## config.mk

```make
export PLATFORM = sky130hd
export DESIGN_NAME = obj_spawner
export DESIGN_NICKNAME = d
export VERILOG_FILES = /design/src/rtl/obj_spawner.sv
export SDC_FILE = /design/constraint.sdc
export NUM_CORES = 1
export LEC_CHECK = 0
export ABC_AREA = 1
export BUFFER_PORTS_ARGS = -buffer_cell sky130_fd_sc_hd__clkbuf_2
export CAP_MARGIN = 20
export CORE_ASPECT_RATIO = 1.5
export CORE_MARGIN = 8
export CORE_UTILIZATION = 56
export CTS_BUF_LIST = sky130_fd_sc_hd__clkbuf_2 sky130_fd_sc_hd__clkbuf_4 sky130_fd_sc_hd__clkbuf_8
export DETAILED_ROUTE_END_ITERATION = 7
export HOLD_SLACK_MARGIN = 0.05
export PLACE_DENSITY = 0.87
export SYNTH_ARGS = -nofsm -noshare
export SYNTH_HDL_FRONTEND = slang
export SYNTH_SLANG_ARGS = --single-unit
```

## constraint.sdc

```tcl
create_clock -name clk -period 2.7 [get_ports clk]
set_clock_uncertainty 0.15 [all_clocks]
set_input_delay 0 -clock clk [delete_from_list [all_inputs] [get_ports clk]]
set_output_delay 0 -clock clk [all_outputs]
set_load 0.02 [all_outputs]
```

## src/rtl/obj_spawner.sv

```systemverilog
// ---------------------------------------------------------------------------
// obj_spawner
//   Decides, at each new grid point the player crosses, whether to place an
//   object (coin, wall or turn) a fixed distance ahead. The object is held in
//   a one-entry output register and offered with a valid/ready handshake.
//   While an object is already held and not accepted, any new spawn is
//   discarded and counted.
//
// Ports
//   clk          system clock
//   reset        asynchronous, active-low reset
//   en           spawn enable (gates grid events only)
//   player_dist  player distance
//   rand_val     free-running random word
//   out_valid    object offered
//   out_ready    consumer accepts the offered object
//   out_obj      {lane[1:0], type[1:0], dist[DIST_W-1:0]}
//   drop_cnt     saturating count of objects lost to backpressure
// ---------------------------------------------------------------------------
module obj_spawner #(
  parameter int DIST_W       = 12,
  parameter int LOOKAHEAD    = 80,
  parameter int GRID_LOG2    = 3,
  parameter int SPAWN_THRESH = 128,
  parameter int WALL_THRESH  = 5,
  parameter int TURN_GAP     = 4,
  parameter int DROP_W       = 8
) (
  input  logic              clk,
  input  logic              reset,
  input  logic              en,
  input  logic [DIST_W-1:0] player_dist,
  input  logic [19:0]       rand_val,
  output logic              out_valid,
  input  logic              out_ready,
  output logic [DIST_W+3:0] out_obj,
  output logic [DROP_W-1:0] drop_cnt
);

  localparam logic [1:0] TYPE_COIN  = 2'b00;
  localparam logic [1:0] TYPE_TURN  = 2'b01;
  localparam logic [1:0] TYPE_WALL  = 2'b10;

  localparam logic [1:0] LANE_LEFT  = 2'b10;
  localparam logic [1:0] LANE_MID   = 2'b00;
  localparam logic [1:0] LANE_RIGHT = 2'b01;

  localparam int CD_W = (TURN_GAP < 1) ? 1 : $clog2(TURN_GAP + 1);

  typedef enum logic {EMPTY, HOLD} state_t;

  state_t            state, state_next;
  logic [DIST_W-1:0] prev_dist;
  logic [CD_W-1:0]   turn_cd;

  logic              grid_event;
  logic              spawn;
  logic              load;
  logic              drop;
  logic [1:0]        new_type;
  logic [1:0]        new_lane;
  logic [DIST_W-1:0] new_dist;

  // Bits of the random word this block does not consume.
  logic unused_rand;
  assign unused_rand = ^{rand_val[11:8], rand_val[4]};

  // A grid point counts once: the distance must have changed since last cycle.
  assign grid_event = en
                   && (player_dist[GRID_LOG2-1:0] == '0)
                   && (player_dist != prev_dist);

  // Threshold compared one bit wider so 256 means "always".
  assign spawn = grid_event
              && ({1'b0, rand_val[19:12]} < 9'(SPAWN_THRESH));

  // Distance wraps modulo 2^DIST_W.
  assign new_dist = player_dist + DIST_W'(LOOKAHEAD);

  always_comb begin
    // NOTE: every signal written in always_comb gets a default first, so no
    // path leaves it unassigned and no latch is inferred.
    new_type = TYPE_COIN;
    new_lane = LANE_MID;

    // A suppressed turn (cooldown active) falls through to the wall test.
    if ((rand_val[3:0] == 4'd0) && (turn_cd == '0)) begin
      new_type = TYPE_TURN;
    end else if (rand_val[3:0] < 4'(WALL_THRESH)) begin
      new_type = TYPE_WALL;
    end

    if (new_type == TYPE_TURN) begin
      new_lane = rand_val[5] ? LANE_LEFT : LANE_RIGHT;
    end else begin
      case (rand_val[7:5])
        3'd0, 3'd1, 3'd2: new_lane = LANE_LEFT;
        3'd3, 3'd4:       new_lane = LANE_MID;
        default:          new_lane = LANE_RIGHT;
      endcase
    end
  end

  // Controller: EMPTY/HOLD with a one-entry output register.
  always_comb begin
    state_next = state;
    load       = 1'b0;
    drop       = 1'b0;
    case (state)
      EMPTY: begin
        if (spawn) begin
          load       = 1'b1;
          state_next = HOLD;
        end
      end
      HOLD: begin
        if (spawn) begin
          // Accepting this cycle frees the register for the new object.
          if (out_ready) load = 1'b1;
          else           drop = 1'b1;
        end else if (out_ready) begin
          state_next = EMPTY;
        end
      end
      default: state_next = EMPTY;
    endcase
  end

  // NOTE: sequential state uses non-blocking assignments so every register
  // samples the pre-edge values regardless of statement order.
  always_ff @(posedge clk or negedge reset) begin
    if (!reset) begin
      state     <= EMPTY;
      prev_dist <= '0;
      out_obj   <= '0;
      drop_cnt  <= '0;
      turn_cd   <= '0;
    end else begin
      state     <= state_next;
      prev_dist <= player_dist;

      if (load) begin
        out_obj <= {new_lane, new_type, new_dist};
      end

      if (drop && (drop_cnt != '1)) begin
        drop_cnt <= drop_cnt + 1'b1;
      end

      // Only a turn that actually reaches the output arms the cooldown.
      if (load && (new_type == TYPE_TURN)) begin
        turn_cd <= CD_W'(TURN_GAP);
      end else if (grid_event && (turn_cd != '0)) begin
        turn_cd <= turn_cd - 1'b1;
      end
    end
  end

  assign out_valid = (state == HOLD);

endmodule
```

# Yosys cells after proc, flatten, opt, wreduce, memory -nomap -nowiden

Cells that the tools add are included.

Flip-flop bits (word level): 40
Bits of input ports: 36
Output and inout bits: 25
Word-level logic and storage cells: 49

Add/subtract/negate cells: 3
Order comparisons: 2
Equal/unequal tests: 7
Muxes and demuxes: 16
Bitwise operators: 1
Reductions and logical operators: 15

Operators by type and width:

| kind                                                                          | count |
|---|---|
| 12-bit by 7-bit adder with 12-bit output (second input constant)              | 1 |
| 12-bit inequality test                                                        | 1 |
| 3-bit logical NOT                                                             | 3 |
| 8-bit by 1-bit adder with 8-bit output (second input constant)                | 1 |
| 8-bit less-than comparator (second input constant)                            | 1 |
| 2-bit 2-to-1 mux                                                              | 4 |
| 8-bit inequality test (second input constant)                                 | 1 |
| 1-bit logical AND                                                             | 7 |
| 1-bit 2-to-1 mux                                                              | 7 |
| 3-bit by 2-bit equality test with 1-bit output (second input constant)        | 2 |
| 3-bit 2-to-1 mux                                                              | 2 |
| 4-bit logical NOT                                                             | 1 |
| 4-bit by 3-bit less-than comparator with 1-bit output (second input constant) | 1 |
| 1-bit one-hot mux with 2 select lines                                         | 2 |
| 2-bit one-hot mux with 2 select lines                                         | 1 |
| 3-bit by 1-bit equality test with 1-bit output (second input constant)        | 1 |
| 3-bit equality test (second input constant)                                   | 1 |
| 3-bit nonzero test                                                            | 1 |
| 3-bit OR reduction                                                            | 1 |
| 3-bit by 1-bit subtractor with 3-bit output (second input constant)           | 1 |
| 2-bit by 1-bit equality test with 1-bit output (second input constant)        | 1 |
| 2-bit nonzero test                                                            | 1 |
| 2-bit OR reduction                                                            | 1 |
| 1-bit inverter                                                                | 1 |

# Depth between registers and ports, before layout

Depth in word-level cells: 8
Depth in mapped cells: 11
Gate-level depth less buffers: 11

# Least setup slack after synthesis

Ideal clock, no wire load.

Path kind: register -> register
Start point: register drop_cnt[0]
End point: register drop_cnt[5]
Library setup time: 0.117 ns
Arrival: 1.525 ns
Data required time: 2.433 ns
Path slack: 0.907 ns
Cell stages (with the launch flop): 10
Path buffers: 0
Clock period less this slack: 1.793 ns
Path through: dfrtp_1 -> ha_1 -> nand2_1 -> nor2_1 -> a21oi_1 -> nand4_4 -> inv_2 -> nand2_1 -> nand2_1 -> nand2_1

Word-level cells in the longest chain between the ends: 2
Elaborated cells on any way between the ends: 3
Classes of those cells: add/sub: 1; eq/ne: 1; reduce/logical: 1

Ends and longest elaborated chain:

| what                                                                                           | RTL line | RTL |
|---|---|---|
| start: declaration                                                                             | 37       | `output logic [DROP_W-1:0] drop_cnt` |
| start signal: assignment                                                                       | 147      | `drop_cnt <= drop_cnt + 1'b1;` |
| parallel branches: the longest is 2 deep, another holds 8-bit by 1-bit adder with 8-bit output | n/a      |  |

Several ways; the timed one is not identified.
A chain may end at the register's enable or synchronous reset.

# Worst setup path in the final report

Start point: input port rand_val[5]
End point: register out_obj[14]

Word-level cells in the longest chain between the ends: 4
Elaborated cells on any way between the ends: 10
Classes of those cells: eq/ne: 4; mux: 3; reduce/logical: 3

Ends and longest elaborated chain:

| what                                                                         | RTL line | RTL |
|---|---|---|
| start: declaration                                                           | 33       | `input logic [19:0] rand_val,` |
| 3-bit by 1-bit equality test with 1-bit output, or another cell as far along | 96       | `case (rand_val[7:5])` |
| 3-bit OR reduction or 2-bit OR reduction (tied branches)                     | 96       |  |
| 2-bit one-hot mux with 2 select lines                                        | 96       |  |
| 2-bit 2-to-1 mux (*)                                                         | 93       | `if (new_type == TYPE_TURN) begin` |
| end signal: assignment                                                       | 143      | `out_obj <= {new_lane, new_type, new_dist};` |
| end: declaration                                                             | 36       | `output logic [DIST_W+3:0] out_obj,` |

Mark *: on every way between the ends. The rest lies on a longest branch, timed or not.

==> impl_table.tex <==
\begin{tabular}{lr}
\hline
Metric & Value \\
\hline
\multicolumn{2}{l}{\textbf{Final layout}} \\
Area growth, synth to finish & 32.4\% \\
Final non-filler cell area & 2560 sq um \\
Diodes inserted & 0 \\
Commonest non-fill, non-tap cell in the layout & sky130\_fd\_sc\_hd\_\_nand2\_1 \\
Multi-input gate area & 781 sq um \\
Flip-flop and latch area & 1000 sq um \\
Fill cell count & 249 \\
Layout cell share with drive strength beyond 1 & 22.3\% \\
Top library cells by usage in the layout, fill and taps aside & sky130\_fd\_sc\_hd\_\_nand2\_1, sky130\_fd\_sc\_hd\_\_clkbuf\_2, sky130\_fd\_sc\_hd\_\_dfrtp\_1, sky130\_fd\_sc\_hd\_\_inv\_1, sky130\_fd\_sc\_hd\_\_dlygate4sd3\_1 \\
Number of nets in the finished design & 349 \\
\multicolumn{2}{l}{\textbf{Worst setup path}} \\
Max FO, Critical Path & 3 \\
Kind of end point of the critical path & flop \\
WP data required & 2.72 ns \\
Data arrival time of the critical path & 2.23 ns \\
Kind of start point of the critical path & input pin \\
Critical path class & input pin to flop \\
\multicolumn{2}{l}{\textbf{Floorplanning}} \\
Std cell rows & 26 \\
Height of the chip & 88.0 microns \\
Core area & 3350 sq um \\
Initial cell density of the core & 57.8\% \\
Die Wd & 64.0 microns \\
DIE AREA & 5630 sq um \\
I/O pin total & 61 \\
\multicolumn{2}{l}{\textbf{Detailed routing}} \\
Starting DRC count in detailed routing & 49 \\
Via-to-Cell Ratio & 4.81 \\
Post-detailed-route count of antenna-violating nets & 0 \\
DR vias & 1688 \\
Wire length after detailed routing & 4480 microns \\
Total iterations of the first detailed-routing run & 4 \\
DR DRC count & 0 \\
Detailed-route wire length per cell & 12.8 microns \\
\multicolumn{2}{l}{\textbf{Placed design}} \\
GP Congestion & 0.794 \\
Placement-stage cell area & 2210 sq um \\
\# port buffers & 48 \\
Estimated wirelength of the detail-placed design & 3050 microns \\
\multicolumn{2}{l}{\textbf{Yosys}} \\
Post-synthesis sequential area ratio & 51.7\% \\
Most instantiated flip-flop cell in the synthesis netlist & sky130\_fd\_sc\_hd\_\_dfrtp\_1 \\
Fraction of the mapped netlist area in adder cells & 2.59\% \\
Post-synthesis instance total & 231 \\
Post-synthesis net count & 271 \\
Async S/R FF share, synth & 100\% \\
Post-synth cell types & 19 \\
Post-Synthesis Cell Area & 1940 sq um \\
Post-Synth Simple-Gate Area & 27.7\% \\
Complex-gate fraction of the synthesized area & 4.65\% \\
Number of synthesized register bits & 40 \\
Largest family of logic cells by synthesized area & simple AND/OR/NAND/NOR gates \\
Mean instance size in the synthesized netlist & 8.38 sq um \\
Multiplexer share of the synthesized area & 0\% \\
Yosys Warn Count & 0 \\
EDFF count, synth & 0 \\
Xor/xnor share of the synthesized area & 5.43\% \\
\multicolumn{2}{l}{\textbf{STA}} \\
Time the worst path needs with I/O delays and setup & 2.20 ns \\
Final setup violation count & 0 \\
Worst slew pin tran & 0.382 ns \\
Final Max Slew Viols & 0 \\
Highest Clock Rate & 0.454 GHz \\
Unrepaired setup endpoints after global routing & false \\
Hold violation count in the final report & 0 \\
Headroom to the max-slew limit & 74.3\% \\
Setup TNS after final layout & 0 ns \\
Share of the clock period used by the worst path after layout & 81.5\% \\
\multicolumn{2}{l}{\textbf{Clock network}} \\
Buffers from clock root to sink, at most & 2 \\
Number of buffers inserted by post-CTS setup repair & 0 \\
Clock-pin slew of the registers on the worst-case setup and hold paths & 0.07 ns \\
Num Clock Sinks & 40 \\
TritonCTS buffer count & 5 \\
Number of hold buffers added after CTS & 23 \\
Total of cells resized after clock tree synthesis & 0 \\
Skew-Pair Late Insertion Delay & 0.29 ns \\
H-Tree Depth & 2 \\
CTS root buf & sky130\_fd\_sc\_hd\_\_clkbuf\_8 \\
TritonCTS clock tree & done \\
\multicolumn{2}{l}{\textbf{Pwr}} \\
Peak ir drop on the vdd network & 0.567 mV \\
Leakage power & 0.00139 uW \\
Cell Pwr Density & 581 nW/um\^{}2 \\
\multicolumn{2}{l}{\textbf{Status}} \\
Result of the run & completed \\
\multicolumn{2}{l}{\textbf{GRT}} \\
Initial antenna violation count & 0 \\
Wire length of the first global-routing pass & 7590 microns \\
Total GRT Usage & 17.1\% \\
Overflow left after global routing & 0 \\
Vias in the first global route & 1780 \\
Pin count of the biggest net entering global routing & 41 \\
\multicolumn{2}{l}{\textbf{Run}} \\
Number of violations of the max-capacitance limit & 0 \\
\multicolumn{2}{l}{\textbf{Hold path}} \\
Worst hold path type & input pin to flop \\
\hline
\end{tabular}
==> state kept, by name, summed over array words and instances, names as in the netlist <==
signal / flops
drop_cnt: 8
turn_cd: 3
out_valid: 1
prev_dist: 12
out_obj: 16
==> critical path, cell delays in order <==
cell and delay [ns]:
sky130_fd_sc_hd__dlygate4sd3_1 0.54, sky130_fd_sc_hd__clkbuf_2 0.12, sky130_fd_sc_hd__o21ai_0 0.18, sky130_fd_sc_hd__dlygate4sd3_1 0.60, sky130_fd_sc_hd__nand2_1 0.06, sky130_fd_sc_hd__o21ai_0 0.08, sky130_fd_sc_hd__dlygate4sd3_1 0.57, sky130_fd_sc_hd__o21ai_1 0.06
==> synthesized netlist by cell type, types with 5 or more instances <==
cell	n	share of area, %
sky130_fd_sc_hd__a21oi_1	5	1.3
sky130_fd_sc_hd__dfrtp_1	40	52
sky130_fd_sc_hd__inv_1	27	5.2
sky130_fd_sc_hd__inv_2	8	1.6
sky130_fd_sc_hd__nand2_1	79	15
sky130_fd_sc_hd__nand3_1	9	2.3
sky130_fd_sc_hd__nand3b_1	5	1.9
sky130_fd_sc_hd__nor2_1	17	3.3
sky130_fd_sc_hd__o21ai_1	9	2.3
sky130_fd_sc_hd__xnor2_1	6	2.7
sky130_fd_sc_hd__xor2_1	6	2.7
==> cell families (layout without fill, tap and decap cells) <==
| family | count (synthesis) | after routing |
|---|---|---|
| AND/OR/NAND/NOR | 120 | 120 |
| flip-flops | 40 | 40 |
| buffers and inverters | 37 | 115 |
| AO/OA/AOI/OAI | 18 | 18 |
| XOR/XNOR | 12 | 12 |
| adder cells (fa/ha/maj) | 4 | 4 |
==> where the power goes <==
| part | leakage, uW | internal, uW | switching (uW) |
|---|---|---|---|
| combinational | 0.000831 | 145 | 205 |
| clock | 0.0000503 | 228 | 198 |
| sequential | 0.000511 | 672 | 41.2 |
==> layer usage <==
| layer | track usage (%) | up-vias | wire, microns |
|---|---|---|---|
| li1 | - | 871 | - |
| met1 | 16.8 | 764 | 1730 |
| met2 | 31.4 | 38 | 2400 |
| met3 | 4.61 | 15 | 195 |
| met4 | 9.57 | 0 | 155 |
| met5 | 0 | - | 0 |
==> metrics by stage <==
| stage | power, uW | setup slack [ns] | util (%) | hold WS, ns | instances |
|---|---|---|---|---|---|
| floorplan | 919 | 0.907 | - | -0.446 | 231 |
| global placement | 1020 | 0.891 | 65.8 | 0.000900 | 319 |
| detailed placement | 1040 | 0.790 | 65.8 | 0.00496 | 319 |
| CTS | 1490 | 0.564 | 75.6 | 0.0887 | 349 |
| global route | 1570 | 0.324 | 76.5 | 0.180 | 351 |
| finish | 1490 | 0.498 | 76.5 | 0.107 | 351 |
==> area by class of cell <==
type,count,area share [%]
well taps,42,2.05
inverters,35,5.13
multi-input cells,154,30.5
repair buffers,73,19.5
flip-flops and latches,40,39.1
clock buffers,7,3.76
==> final timing paths <==
check / from / depth (start not counted) / to / slack [ns]
setup / recovery: rand_val[5] / 8 / out_obj[14] / 0.50
max in group asynchronous: reset / 4 / out_valid / 1.51
hold / removal: rand_val[2] / 6 / out_obj[12] / 0.11
setup reg to reg: turn_cd[0] / 10 / out_obj[15] / 0.51
hold reg to reg: out_obj[2] / 2 / out_obj[2] / 0.32
min in group asynchronous: reset / 3 / out_obj[1] / 0.46
Power figures use the tool's default switching activity.
